**config.mk**
```make
export PLATFORM = sky130hd
export DESIGN_NAME = pwm_bank
export DESIGN_NICKNAME = d
export VERILOG_FILES = /design/src/rtl/pwm_pkg.sv /design/src/rtl/pwm_channel.sv /design/src/rtl/pwm_bank.sv
export SDC_FILE = /design/constraint.sdc
export NUM_CORES = 1
export LEC_CHECK = 0
export BUFFER_PORTS_ARGS = -buffer_cell sky130_fd_sc_hd__clkbuf_2
export CORE_MARGIN = 2
export CORE_UTILIZATION = 40
export CTS_BUF_LIST = sky130_fd_sc_hd__clkbuf_4
export DETAILED_ROUTE_END_ITERATION = 7
export PLACE_DENSITY = 0.66
export RECOVER_POWER = 100
export SYNTH_ARGS = -nofsm -noshare
export SYNTH_HDL_FRONTEND = slang
export SYNTH_SLANG_ARGS = --single-unit
```
**constraint.sdc**
```tcl
create_clock -name clk -period 4.9 [get_ports clk]
set_input_delay 0.49 -clock clk [delete_from_list [all_inputs] [get_ports clk]]
set_output_delay 0.49 -clock clk [all_outputs]
set_load 0.1 [all_outputs]
```
**src/rtl/pwm_pkg.sv**
```systemverilog
`default_nettype none
// ============================================================================
// Module   : pwm_pkg
// Purpose  : Shared register-select encoding and control-bit layout for the
//            multi-channel PWM bank.
// Revision : 1.0 - initial release
// ============================================================================
package pwm_pkg;

   // Low two address bits select the register within a channel
   typedef enum logic [1:0] {
      SEL_PERIOD = 2'd0,
      SEL_DUTY   = 2'd1,
      SEL_CTRL   = 2'd2,
      SEL_RSVD   = 2'd3
   } sel_e;

   // Bit positions inside the control register
   localparam int CTRL_EN  = 0;
   localparam int CTRL_INV = 1;

endpackage
`default_nettype wire

```
**src/rtl/pwm_channel.sv**
```systemverilog
`default_nettype none
// ============================================================================
// Module   : pwm_channel
// Purpose  : One PWM channel with double-buffered period/duty, enable and
//            output invert; produces a registered output and period tick.
// Revision : 1.0 - initial release
// ============================================================================
module pwm_channel
   import pwm_pkg::*;
#(
   parameter int WIDTH = 16
) (
   input  logic             clk,
   input  logic             resetq,
   input  logic             wr_period,
   input  logic             wr_duty,
   input  logic             wr_ctrl,
   input  logic [WIDTH-1:0] wdata,
   output logic [WIDTH-1:0] period_s,
   output logic [WIDTH-1:0] duty_s,
   output logic             en,
   output logic             inv,
   output logic             out,
   output logic             tick
);

   logic [WIDTH-1:0] period_a;
   logic [WIDTH-1:0] duty_a;
   logic [WIDTH-1:0] cnt;

   logic [WIDTH-1:0] period_s_n;
   logic [WIDTH-1:0] duty_s_n;
   logic [WIDTH-1:0] period_a_n;
   logic [WIDTH-1:0] duty_a_n;
   logic [WIDTH-1:0] cnt_n;
   logic             en_n;
   logic             inv_n;
   logic             load;
   logic             run_n;
   logic             out_n;
   logic             tick_n;

   // Next-state: shadow writes, active reload at period boundaries, counting.
   // The reload also fires on the enabling and disabling edges so a fresh
   // enable starts at cnt=0 and a disabled channel parks its counter at 0.
   // Shadow next-values feed the reload so a coincident write goes straight in.
   always_comb begin
      period_s_n = wr_period ? wdata : period_s;
      duty_s_n   = wr_duty   ? wdata : duty_s;
      en_n       = wr_ctrl   ? wdata[CTRL_EN]  : en;
      inv_n      = wr_ctrl   ? wdata[CTRL_INV] : inv;

      load = !en || !en_n || (period_a == '0) ||
             (cnt == (period_a - WIDTH'(1)));

      period_a_n = load ? period_s_n : period_a;
      duty_a_n   = load ? duty_s_n   : duty_a;
      cnt_n      = load ? '0         : (cnt + WIDTH'(1));

      run_n  = en_n && (period_a_n != '0);
      out_n  = inv_n ^ (run_n && (cnt_n < duty_a_n));
      tick_n = run_n && (cnt_n == '0);
   end

   // State and output registers; reset clears everything immediately
   always_ff @(posedge clk or negedge resetq) begin
      if (!resetq) begin
         period_s <= '0;
         duty_s   <= '0;
         period_a <= '0;
         duty_a   <= '0;
         cnt      <= '0;
         en       <= 1'b0;
         inv      <= 1'b0;
         out      <= 1'b0;
         tick     <= 1'b0;
      end else begin
         period_s <= period_s_n;
         duty_s   <= duty_s_n;
         period_a <= period_a_n;
         duty_a   <= duty_a_n;
         cnt      <= cnt_n;
         en       <= en_n;
         inv      <= inv_n;
         out      <= out_n;
         tick     <= tick_n;
      end
   end

endmodule
`default_nettype wire

```
**src/rtl/pwm_bank.sv**
```systemverilog
`default_nettype none
// ============================================================================
// Module   : pwm_bank
// Purpose  : Bank of NCH independent PWM channels on the CPU write bus with
//            address decode and combinational shadow-register readback.
// Revision : 1.0 - initial release
// ============================================================================
module pwm_bank
   import pwm_pkg::*;
#(
   parameter int NCH   = 4,
   parameter int WIDTH = 16,
   parameter int AW    = $clog2(NCH) + 2
) (
   input  logic             clk,
   input  logic             resetq,
   input  logic             wr,
   input  logic [AW-1:0]    addr,
   input  logic [WIDTH-1:0] wdata,
   output logic [WIDTH-1:0] rdata,
   output logic [NCH-1:0]   out,
   output logic [NCH-1:0]   tick
);

   // Upper address bits pick the channel; out-of-range indices match nothing
   logic [AW-1:0] ch_idx;
   sel_e          sel;

   assign ch_idx = addr >> 2;
   assign sel    = sel_e'(addr[1:0]);

   logic [WIDTH-1:0] period_s [NCH];
   logic [WIDTH-1:0] duty_s   [NCH];
   logic [NCH-1:0]   en;
   logic [NCH-1:0]   inv;

   for (genvar i = 0; i < NCH; i++) begin : g_ch
      logic hit;
      assign hit = wr && (32'(ch_idx) == 32'(i));

      pwm_channel #(
         .WIDTH (WIDTH)
      ) u_ch (
         .clk       (clk),
         .resetq    (resetq),
         .wr_period (hit && (sel == SEL_PERIOD)),
         .wr_duty   (hit && (sel == SEL_DUTY)),
         .wr_ctrl   (hit && (sel == SEL_CTRL)),
         .wdata     (wdata),
         .period_s  (period_s[i]),
         .duty_s    (duty_s[i]),
         .en        (en[i]),
         .inv       (inv[i]),
         .out       (out[i]),
         .tick      (tick[i])
      );
   end

   // Readback mux of shadow registers; reserved select or absent channel reads 0
   always_comb begin
      rdata = '0;
      for (int i = 0; i < NCH; i++) begin
         if (32'(ch_idx) == 32'(i)) begin
            case (sel)
               SEL_PERIOD: rdata = period_s[i];
               SEL_DUTY:   rdata = duty_s[i];
               SEL_CTRL:   rdata = {{(WIDTH-2){1'b0}}, inv[i], en[i]};
               default:    rdata = '0;
            endcase
         end
      end
   end

endmodule
`default_nettype wire

```
==> flow_summary_export.csv, run 1 <==
group,metric,value,unit
flow_run,drv_cap,1,
power,clkPwrFrac,24.5,%
die,io_pins,47,
cells_and_area,finalNetCount,1988,
grt,antenna_found_initial,2,
power,swShare,39.0,%
setup_path,critPathMaxStageDelay,1000,ps
setup_path,r2r_cells,16,
sta,maxSlewViolCount,103,
setup_path,critPathKind,"in -> reg",
clocking,cts_tree,"done",
clocking,htree_levels,3,
logic_synthesis,yosysMostFrequentCell,"dfrtp_1",
clocking,insertion_delay,760,ps
sta,rsz0062_at_grt,"false",
logic_synthesis,ys_top_cells_by_count,"dfrtp_1, mux2_2, nor2_1, xnor2_1, mux2i_1",
grt,grt_max_degree,104,
die,die_w,224,µm
placement,port-buffer-count,46,
logic_synthesis,avgSynthCellArea,10.6,µm²
setup_path,crit_required,5530,ps
setup_path,cpMostUsedCell,"clkbuf_1",
route,drt-initial-drc-count,1284,
power,p_seq_share,41.9,%
route,routed_wl,55.3,mm
sta,slew_headroom,-80.8,%
logic_synthesis,syn_area,19400,µm²
power,p_int,6.24,mW
logic_synthesis,synth_top_area_cell,"dfrtp_1",
power,comb_power_share,33.7,%
logic_synthesis,synth_fp_nets,1917,
min_path,hp-start,"wdata[10]",
die,initial_utilization,40.6,%
sta,max_freq,0.217,GHz
clocking,numCtsBuffers,91,
cells_and_area,fill_cells,4402,
clocking,clk_pin_slew,60,ps
min_path,hold_path_end,"g_ch[0].u_ch.period_s[10]",
logic_synthesis,syn_inst,1822,
logic_synthesis,synth_flop_cell,"dfrtp_1",
logic_synthesis,async_flop_share,100,%
min_path,holdPathStages,2,
grt,grt_usage,22.4,%
cells_and_area,area_growth,10.6,%
setup_path,cp_cell_sequence,"clkbuf_1, clkbuf_1, nor3_1, clkbuf_1, mux2_1, mux2i_1, ha_1, a2111oi_1, o21ai_0, o21ai_0, nand2b_1, nor3b_1, a21oi_1, a31oi_1, nand3_1, xnor2_1",
logic_synthesis,synth.area.top_cells,"dfrtp_1, mux2_2, ha_1",
grt,globalRouteOverflowTotal,0,
setup_path,crit_path_start_kind,"primary input",
logic_synthesis,synth_edf_count,0,
setup_path,rrSetupSlack,380,ps
die,rows,80,
sta,fin_crit,4610,ps
sta,fin_ws,287,ps
setup_path,cp_max_fo,24,
setup_path,rr_endpoint,"g_ch[1].u_ch.out",
sta,final.setup.tns,0,ps
die,dieArea,50200,µm²
route,avgRoutedWirePerCell,21.5,µm
setup_path,arrival,5250,ps
logic_synthesis,yosysWarningCount,0,
power,p_leak,9.81,nW
grt,grt_pass1_wl,86.5,mm
die,die_y,224,µm
route,viasPerCell,5.73,
placement,post-dp-hpwl,41.2,mm
logic_synthesis,synth_seq_area_share,43.4,%
logic_synthesis,synth.distinct_cells,79,
clocking,clock_path_buffers,3,
setup_path,timing.rr.start,"g_ch[1].u_ch.period_a[8]",
clocking,root_buffer,"clkbuf_4",
setup_path,endpoint_kind,"flop",
setup_path,cpMaxStageDelayCell,"clkbuf_1",
route,vias,14700,
sta,worst_clock_skew,43.6,ps
logic_synthesis,synth_top_area_share,43.4,%
route,drt-pass1-iter-count,5,
outcome,violations,"max-capacitance violations, max-slew violations",
outcome,status,"finished with violations",
placement,pre_cts_slack,21.6,ps
power,power.density,477,nW/µm²
sta,tightest_slew,2710,ps
placement,gp_congestion,0.959,
sta,hold_violations,0,
setup_path,cp_top_family,"buffers and inverters",
power,ir_drop,0.000175,V
logic_synthesis,ys_seq_elements,336,
cells_and_area,drive_gt1_share,18.4,%
sta,period_share,94.1,%
die,core-area,47700,µm²
setup_path,worstPathBufferInverterCount,3,
power,switchingPower,3.98,mW
route,ant_nets,0,
min_path,hold_class,"in -> reg",
route,drc,0,
clocking,cts_sinks,336,
grt,grt_pass1_vias,14900,
sta,setup_viol,0,
==> area by class of cell <==
class	count	area, µm²	share of cell area, %
clock inverter	21	136	0.636
sequential	336	8410	39.3
clock buffer	131	983	4.59
timing repair buffer	100	639	2.98
inverter	95	357	1.66
multi-input combinational	1269	10100	47.3
tap	615	769	3.59
antenna	2	5.00	0.0234
==> worst reg2reg max path, stage by stage, from the launching register on <==
cell	delay, ps
dfrtp_1	480
nor4_1	560
nand3_1	260
or4_1	580
o311ai_2	270
nor2_4	230
mux2i_1	280
ha_1	280
a21o_1	160
a21oi_1	140
nor2b_1	60
o211ai_1	160
a21oi_1	110
a2111oi_0	290
o21ai_0	180
a21o_1	190
o211a_1	190
==> worst max-delay path by stage <==
stage,depth (start not counted),from,endpoint
after detailed placement,20,g_ch[0].u_ch.period_a[0],g_ch[0].u_ch.out
after global routing,20,g_ch[3].u_ch.period_a[0],g_ch[3].u_ch.out
final,16,addr[2],g_ch[0].u_ch.out
after CTS,19,g_ch[3].u_ch.period_a[0],g_ch[3].u_ch.out
after global placement,19,g_ch[0].u_ch.period_a[0],g_ch[0].u_ch.out
after floorplan,19,g_ch[0].u_ch.period_a[2],g_ch[0].u_ch.out
==> repair_timing <==
action | in CTS | in global routing
pin swaps | 1 | 4
gates resized for setup | 0 | 13
endpoints found under the hold margin | 100 | 0
gates cloned | 0 | 0
setup endpoints to repair | 1 | 3
buffers inserted | 4 | 6
hold buffers | 1 | 0
==> power groups by stage <==
stage / clock network [mW] / registers, mW / logic (mW)
global placement: 0 / 4.29 / 3.36
finish: 2.50 / 4.28 / 3.44
CTS: 2.58 / 4.26 / 3.46
global route: 2.73 / 4.37 / 3.77
floorplan: 0 / 3.92 / 2.74
detailed placement: 0 / 4.30 / 3.42
==> per-layer routing <==
metal  GRT usage, %  routed length [µm]  vias to the layer above  part of all wire [%]
met4           8.69                1830                        2                   3.3
met5              0                  13                        -                 0.023
met2           34.7               24900                      532                    45
met1           29.9               24000                     7291                    43
li1               -                   -                     6770                     -
met3           6.35                4590                      131                   8.3
==> state kept, by name, indices dropped and copies added, names as in the netlist <==
signal / cells
g_ch.u_ch.cnt: 64
g_ch.u_ch.duty_a: 64
g_ch.u_ch.duty_s: 64
g_ch.u_ch.en: 4
g_ch.u_ch.inv: 4
g_ch.u_ch.out: 4
g_ch.u_ch.period_a: 64
g_ch.u_ch.period_s: 64
g_ch.u_ch.tick: 4
==> through the flow <==
step                      hold WS, ps  util (%)  power (mW)  cells  area [µm²]
after floorplan                   194         -        6.66   1822       19400
after global placement            469      42.4        7.65   2404       20200
after detailed placement          474      42.4        7.72   2404       20200
after CTS                        93.7      44.8        10.3   2561       21400
after global routing              131      44.9        10.9   2568       21400
final                             197      44.9        10.2   2569       21400
==> cells by family after synthesis <==
| group | count (synthesis) | share of synthesized area (%) |
|---|---|---|
| buf+inv | 217 | 4.68 |
| simple gates | 513 | 14.2 |
| mux | 300 | 17.9 |
| fa+ha+maj | 72 | 4.65 |
| compound gates | 246 | 8.91 |
| xor+xnor | 138 | 6.24 |
| flops | 336 | 43.4 |
==> layout by cell type, fill, tap and decap left out, types with 28 or more instances in the layout <==
cell type and instances:
dfrtp_1 334, clkbuf_2 36, a21o_1 28, nor4_1 30
clkbuf_4 132, nand2_1 49, nand3_1 48, a21oi_1 53
inv_1 84, nor3_1 58, nand4_1 36, mux2i_1 87
nor2_1 141, ha_1 72, and2_1 28, xnor2_1 88
xor2_1 50, mux2_2 77, buf_4 32, mux2_1 111
No activity file was read; power rests on OpenSTA's default activity.
==> inputs of run 2 (changes only) <==
--- a/config.mk
+++ b/config.mk
@@ -6,10 +6,11 @@
 export NUM_CORES = 1
 export LEC_CHECK = 0
 export BUFFER_PORTS_ARGS = -buffer_cell sky130_fd_sc_hd__clkbuf_2
-export CORE_MARGIN = 2
 export CORE_UTILIZATION = 40
 export CTS_BUF_LIST = sky130_fd_sc_hd__clkbuf_4
+export CTS_CLUSTER_SIZE = 24
 export DETAILED_ROUTE_END_ITERATION = 7
+export GPL_TIMING_DRIVEN = 0
 export PLACE_DENSITY = 0.66
 export RECOVER_POWER = 100
 export SYNTH_ARGS = -nofsm -noshare
==> run 2 against run 1 <==
  * The flow still finishes with violations (max-capacitance violations, max-slew violations)
  * Highest routed layer unchanged
  * Global-route usage up 1.3 points
  * Critical endpoint unchanged
  * Hold slack worse by 120 ps
  * Fmax fell by 2.8%
  * Cell count up 3.4%
  * Largest power group unchanged
  * Register-to-register slack got worse by 230 ps
==> flow_summary_export.csv, run 2 (synthesized netlist as in run 1, its figures left out) <==
group,metric,value,unit
outcome,status,"finished with violations",
outcome,violations,"max-capacitance violations, max-slew violations",
cells_and_area,finalNetCount,2077,
cells_and_area,drive_gt1_share,19.0,%
sta,maxSlewViolCount,108,
clocking,clk_pin_slew,60,ps
power,power.density,470,nW/µm²
power,clkPwrFrac,22.7,%
die,core-area,47700,µm²
placement,pre_cts_slack,-836,ps
clocking,clock_path_buffers,3,
route,viasPerCell,5.68,
placement,post-dp-hpwl,43.0,mm
sta,fin_ws,153,ps
setup_path,cp_cell_sequence,"clkbuf_1, nor4_4, buf_4, buf_4, o2bb2ai_1, nor4_2, o2111ai_2, o21ai_2, buf_6, buf_12, mux2i_2, ha_1, a21o_1, a21o_1, a21o_1, a21o_1, a211oi_1, o21bai_1, a31oi_1, nand3_1, xnor2_2",
setup_path,r2r_cells,21,
setup_path,crit_end,"g_ch[0].u_ch.out",
power,switchingPower,4.11,mW
sta,hold_slack,73.4,ps
placement,port-buffer-count,37,
setup_path,crit_path_start_kind,"flop",
setup_path,crit_cells,21,
cells_and_area,layout_commonest_cell,"dfrtp_1",
min_path,hold_class,"in -> reg",
power,p_seq_share,41.3,%
sta,period_share,96.9,%
clocking,insertion_delay,790,ps
power,comb_power_share,36.0,%
clocking,root_buffer,"clkbuf_4",
setup_path,critPathKind,"reg -> reg",
grt,globalRouteOverflowTotal,0,
sta,max_freq,0.211,GHz
clocking,cts_tree,"done",
power,ir_drop,0.000218,V
cells_and_area,mostFrequentLayoutCells,"dfrtp_1, nor2_1, clkbuf_4",
die,rows,80,
clocking,htree_levels,3,
grt,grt_usage,23.7,%
sta,hold_violations,0,
die,die_w,222,µm
setup_path,worstPathBufferInverterCount,5,
grt,grt_pass1_wl,89.6,mm
grt,grt_max_degree,117,
sta,tightest_slew,2850,ps
cells_and_area,area_growth,13.1,%
route,avgRoutedWirePerCell,21.9,µm
clocking,cts_sinks,336,
flow_run,drv_cap,1,
setup_path,arrival,5420,ps
power,swShare,39.9,%
setup_path,crit_path_start,"g_ch[0].u_ch.period_a[2]",
die,die_y,222,µm
setup_path,rrSetupSlack,150,ps
power,p_leak,9.97,nW
placement,gp_congestion,1.02,
sta,slew_headroom,-89.8,%
route,vias,15100,
setup_path,rr_endpoint,"g_ch[0].u_ch.out",
power,p_int,6.20,mW
die,io_pins,47,
setup_path,crit_required,5570,ps
setup_path,timing.rr.start,"g_ch[0].u_ch.period_a[2]",
setup_path,critPathMaxStageDelay,390,ps
route,routed_wl,58.3,mm
sta,rsz0062_at_grt,"true",
setup_path,cp_top_family,"compound AO/OA/AOI/OAI gates",
grt,grt_pass1_vias,15300,
setup_path,cpMostUsedCell,"a21o_1",
grt,antenna_found_initial,6,
route,ant_nets,0,
die,initial_utilization,40.6,%
setup_path,cp_max_fo,9,
sta,worst_clock_skew,51.4,ps
die,dieArea,49300,µm²
setup_path,endpoint_kind,"flop",
route,drt-initial-drc-count,1402,
sta,setup_viol,0,
sta,fin_crit,4750,ps
route,drt-pass1-iter-count,7,
clocking,numCtsBuffers,88,
route,drc,0,
setup_path,cpMaxStageDelayCell,"nor4_4",
==> run 2: timing repair <==
| item | in CTS | in global routing |
|---|---|---|
| endpoints found under the hold margin | 107 | 0 |
| hold buffers | 1 | 0 |
| pin swaps | 3 | 14 |
| setup endpoints to repair | 3 | 4 |
| resized for setup | 19 | 53 |
| buffers inserted | 4 | 29 |
==> run 2: worst min path at each step <==
stage                           startpoint                   endpoint  slack, ps  depth (start not counted)
floorplan                           resetq        g_ch[0].u_ch.cnt[0]        190                          0
global placement    g_ch[3].u_ch.duty_a[7]     g_ch[3].u_ch.duty_a[7]        470                          2
detailed placement  g_ch[1].u_ch.duty_a[1]     g_ch[1].u_ch.duty_a[1]        470                          2
CTS                              wdata[14]  g_ch[2].u_ch.period_s[14]          6                          2
global route                     wdata[14]  g_ch[2].u_ch.period_s[14]         40                          2
finish                           wdata[14]  g_ch[2].u_ch.period_s[14]         70                          2
==> run 2: cell type report <==
cell class                 instances  area (µm²)
buffer                           119         591
clock buffer                     116         871
inverter                          95         357
tap                              615         769
multi-input combinational       1269       10300
timing repair buffer              73         500
clock inverter                    31         150
sequential                       336        8420
antenna                            2        5.00
fill                            4380       25800
==> run 2: metal layers <==
layer / GRT usage, % / part of all wire [%] / wire length [µm] / up-vias
li1: - / - / - / 6948
met3: 5.12 / 6.8 / 3950 / 116
met2: 37.8 / 46 / 27000 / 466
met4: 8.38 / 3.0 / 1740 / 6
met1: 31.7 / 44 / 25500 / 7542
met5: 0 / 0.072 / 42 / -
==> run 2: power groups by stage <==
stage	sequential (mW)	combinational, mW	clock [mW]
2_1_floorplan	3.92	2.74	0
3_3_place_gp	4.21	3.44	0
3_5_place_dp	4.22	3.54	0
4_1_cts	4.20	3.59	2.39
5_1_grt	4.34	4.04	2.55
6_report	4.26	3.71	2.34
==> run 2: stage by stage <==
step | cells | area (µm²) | util, % | total power, mW | TNS, ps
2_1_floorplan | 1822 | 19400 | - | 6.66 | 0
3_3_place_gp | 2474 | 20300 | 42.6 | 7.64 | -1316450
3_5_place_dp | 2476 | 20400 | 42.7 | 7.76 | -2390
4_1_cts | 2627 | 21500 | 45.1 | 10.2 | 0
5_1_grt | 2655 | 21900 | 45.9 | 10.9 | -76.8
6_report | 2656 | 21900 | 45.9 | 10.3 | 0
==> inputs of run 3 (changes only) <==
--- a/config.mk
+++ b/config.mk
@@ -15,4 +15,5 @@
 export RECOVER_POWER = 100
 export SYNTH_ARGS = -nofsm -noshare
 export SYNTH_HDL_FRONTEND = slang
+export SYNTH_HIERARCHICAL = 1
 export SYNTH_SLANG_ARGS = --single-unit
==> run 3 against run 2 <==
  * The flow still finishes with violations (max-capacitance violations, max-slew violations)
  * Wire length decreased by 13%
  * Sequential share of layout area rose by 0.30 points
  * Flip-flop and latch count did not move
  * Critical endpoint is now g_ch[2].u_ch/out
==> flow_summary_export.csv, run 3 <==
group,metric,value,unit
setup_path,cp_top_family,"simple AND/OR/NAND/NOR gates",
grt,grtUsageMet1,28.2,%
clocking,numCtsBuffers,93,
die,core-area,47000,µm²
logic_synthesis,synth_seq_area_share,43.7,%
grt,grt.busiest_layer,"met2",
outcome,violations,"max-capacitance violations, max-slew violations",
logic_synthesis,syn_area,19200,µm²
sta,slew_headroom,-144,%
power,p_int,6.30,mW
grt,grt_pass1_vias,14300,
logic_synthesis,synth_flop_cell,"dfrtp_1",
logic_synthesis,synth_top_area_share,43.7,%
placement,post-dp-hpwl,38.0,mm
setup_path,crit_required,5520,ps
logic_synthesis,synth_fp_nets,1802,
clocking,cts_tree,"done",
logic_synthesis,syn_inst,1707,
sta,worst_clock_skew,28.6,ps
logic_synthesis,synth_top_area_cell,"dfrtp_1",
sta,tightest_slew,3650,ps
setup_path,critPathKind,"reg -> reg",
die,initial_utilization,41.0,%
placement,gp_congestion,0.876,
logic_synthesis,avgSynthCellArea,11.3,µm²
clocking,htree_levels,3,
setup_path,r2r_cells,19,
sta,fin_crit,4750,ps
route,drt-initial-drc-count,879,
power,swShare,38.9,%
cells_and_area,area_growth,13.0,%
sta,maxSlewViolCount,59,
cells_and_area,final_cell_count_no_fill,2539,
grt,antenna_found_initial,3,
route,ant_nets,0,
sta,hold_slack,224,ps
route,vias,14000,
route,drt-pass1-iter-count,5,
die,die_w,221,µm
setup_path,crit_path_start_kind,"flop",
placement,dp.cells,2361,
setup_path,arrival,5370,ps
die,dieArea,49000,µm²
power,comb_power_share,36.6,%
cells_and_area,multi_input_area,10100,µm²
grt,grt_max_degree,114,
logic_synthesis,synth_edf_count,0,
cells_and_area,layout_commonest_cell,"dfrtp_1",
setup_path,crit_cells,19,
min_path,hold_class,"in -> reg",
route,avgRoutedWirePerCell,20.1,µm
grt,globalRouteOverflowTotal,0,
setup_path,cp_cell_sequence,"or4_4, nor4_4, o22ai_1, or4_4, nor4_4, or2_1, buf_6, buf_8, buf_8, nor2_1, ha_1, a21o_1, a21o_1, a21oi_1, o21ai_1, a21oi_2, nor2b_1, a2111oi_4, xor2_1",
logic_synthesis,async_flop_share,100,%
clocking,root_buffer,"clkbuf_4",
route,drc,0,
sta,rsz0062_at_grt,"true",
cells_and_area,drive_gt1_share,19.8,%
grt,grtUsageMet2,33.7,%
setup_path,endpoint_kind,"flop",
setup_path,critPathMaxStageDelay,550,ps
sta,max_freq,0.211,GHz
grt,grt_usage,21.1,%
power,ir_drop,0.000192,V
sta,setup_viol,0,
route,routed_wl,51.0,mm
sta,period_share,96.9,%
power,switchingPower,4.02,mW
logic_synthesis,synth.area.top_cells,"dfrtp_1, mux2_2, ha_1",
clocking,cts_sinks,336,
clocking,insertion_delay,770,ps
die,rows,79,
logic_synthesis,yosysWarningCount,6,
logic_synthesis,ys_seq_elements,336,
power,clkPwrFrac,23.2,%
logic_synthesis,synth.distinct_cells,76,
die,io_pins,47,
power,power.density,474,nW/µm²
route,viasPerCell,5.53,
cells_and_area,seqCellArea,8410,µm²
clocking,clk_pin_slew,60,ps
logic_synthesis,yosysMostFrequentCell,"dfrtp_1",
die,die_y,221,µm
outcome,status,"finished with violations",
placement,port-buffer-count,44,
sta,hold_violations,0,
power,p_seq_share,40.2,%
min_path,holdPathStages,2,
logic_synthesis,ys_top_cells_by_count,"dfrtp_1, mux2_2, nor2_1, mux2i_1, inv_1",
grt,grt_pass1_wl,81.0,mm
grt,gr-usage-met3,4.01,%
cells_and_area,finalNetCount,1962,
clocking,clock_path_buffers,3,
flow_run,drv_cap,1,
cells_and_area,mostFrequentLayoutCells,"dfrtp_1, clkbuf_4, mux2_1",
cells_and_area,fill_cells,4267,
setup_path,worstPathBufferInverterCount,3,
setup_path,cpMaxStageDelayCell,"or4_4",
setup_path,cp_max_fo,10,
power,p_leak,9.86,nW
==> run 3: timing repair <==
| action | CTS | global route |
|---|---|---|
| resized for setup | 21 | 34 |
| hold buffers | 1 | 0 |
| setup endpoints to repair | 2 | 4 |
| hold endpoints to repair | 58 | 0 |
| setup buffers | 0 | 20 |
| pin swaps | 4 | 11 |
==> run 3: per-stage QoR <==
step / util (%) / cell area, µm² / setup TNS, ps / total power, mW / worst slack [ps]
3_3_place_gp: 43.1 / 20200 / -1313920 / 7.68 / -3950
6_report: 46.3 / 21700 / 0 / 10.3 / 154
2_1_floorplan: - / 19200 / 0 / 6.75 / 481
3_5_place_dp: 43.3 / 20300 / -983 / 7.81 / -580
4_1_cts: 45.8 / 21500 / 0 / 10.3 / 3.74
5_1_grt: 46.3 / 21700 / -92.5 / 11.0 / -71.4
==> run 3: path summary, 6_finish.rpt <==
| path | startpoint | to | slack [ps] |
|---|---|---|---|
| worst min-delay path | wdata[5] | g_ch[1].u_ch/period_s[5] | 220 |
| worst max register to register | g_ch[2].u_ch/period_a[8] | g_ch[2].u_ch/out | 150 |
| max in group asynchronous | resetq | g_ch[2].u_ch/period_a[8] | 700 |
| worst min register to register | g_ch[3].u_ch/duty_a[3] | g_ch[3].u_ch/duty_a[3] | 480 |
| worst max-delay path | g_ch[2].u_ch/period_a[8] | g_ch[2].u_ch/out | 150 |
| min in group asynchronous | resetq | g_ch[1].u_ch/period_s[3] | 1540 |
==> run 3: kinds of logic (layout without fill, tap and decap cells) <==
logic type	count (synthesis)	after routing	synth area share (%)
and+or+nand+nor	469	469	13.9
DFF	336	336	43.7
muxes	318	318	20.2
AOI/OAI and AO/OA	188	188	6.91
buffers and inverters	186	409	4.41
xor gates and xnor gates	138	138	6.28
adders and majority gates	72	72	4.68
other	0	2	0
==> run 3: area by class of cell <==
cell class,instances,area share (%)
multi-input combinational,1185,46.5
sequential,336,38.7
clock buffer,131,4.52
tap,607,3.49
buffer,103,2.80
timing repair buffer,68,2.04
inverter,80,1.38
clock inverter,27,0.506
antenna,2,0.0230
==> run 3: worst reg2reg max path, cell delays in order, from the launching register on <==
cell and delay [ps]:
dfrtp_2 460, or4_4 560, nor4_4 290, o22ai_1 120, or4_4 450, nor4_4 290
or2_1 160, buf_6 130, buf_8 120, buf_8 140, nor2_1 100, ha_1 310
a21o_1 170, a21o_1 180, a21oi_1 150, o21ai_1 110, a21oi_2 140, nor2b_1 80
a2111oi_4 420, xor2_1 270
==> run 3: power by group through the flow <==
stage / Combinational, mW / Clock, mW / Sequential [mW]
2_1_floorplan: 2.61 / 0 / 4.14
3_3_place_gp: 3.54 / 0 / 4.14
3_5_place_dp: 3.64 / 0 / 4.16
4_1_cts: 3.71 / 2.48 / 4.12
5_1_grt: 4.09 / 2.62 / 4.24
6_report: 3.77 / 2.40 / 4.15
==> run 3: metal layers <==
metal  up-vias  part of all wire, %
li1       6590                    -
met1      6983                   46
met2       361                   46
met3        93                  4.8
met4         4                  3.1
met5         -                0.045
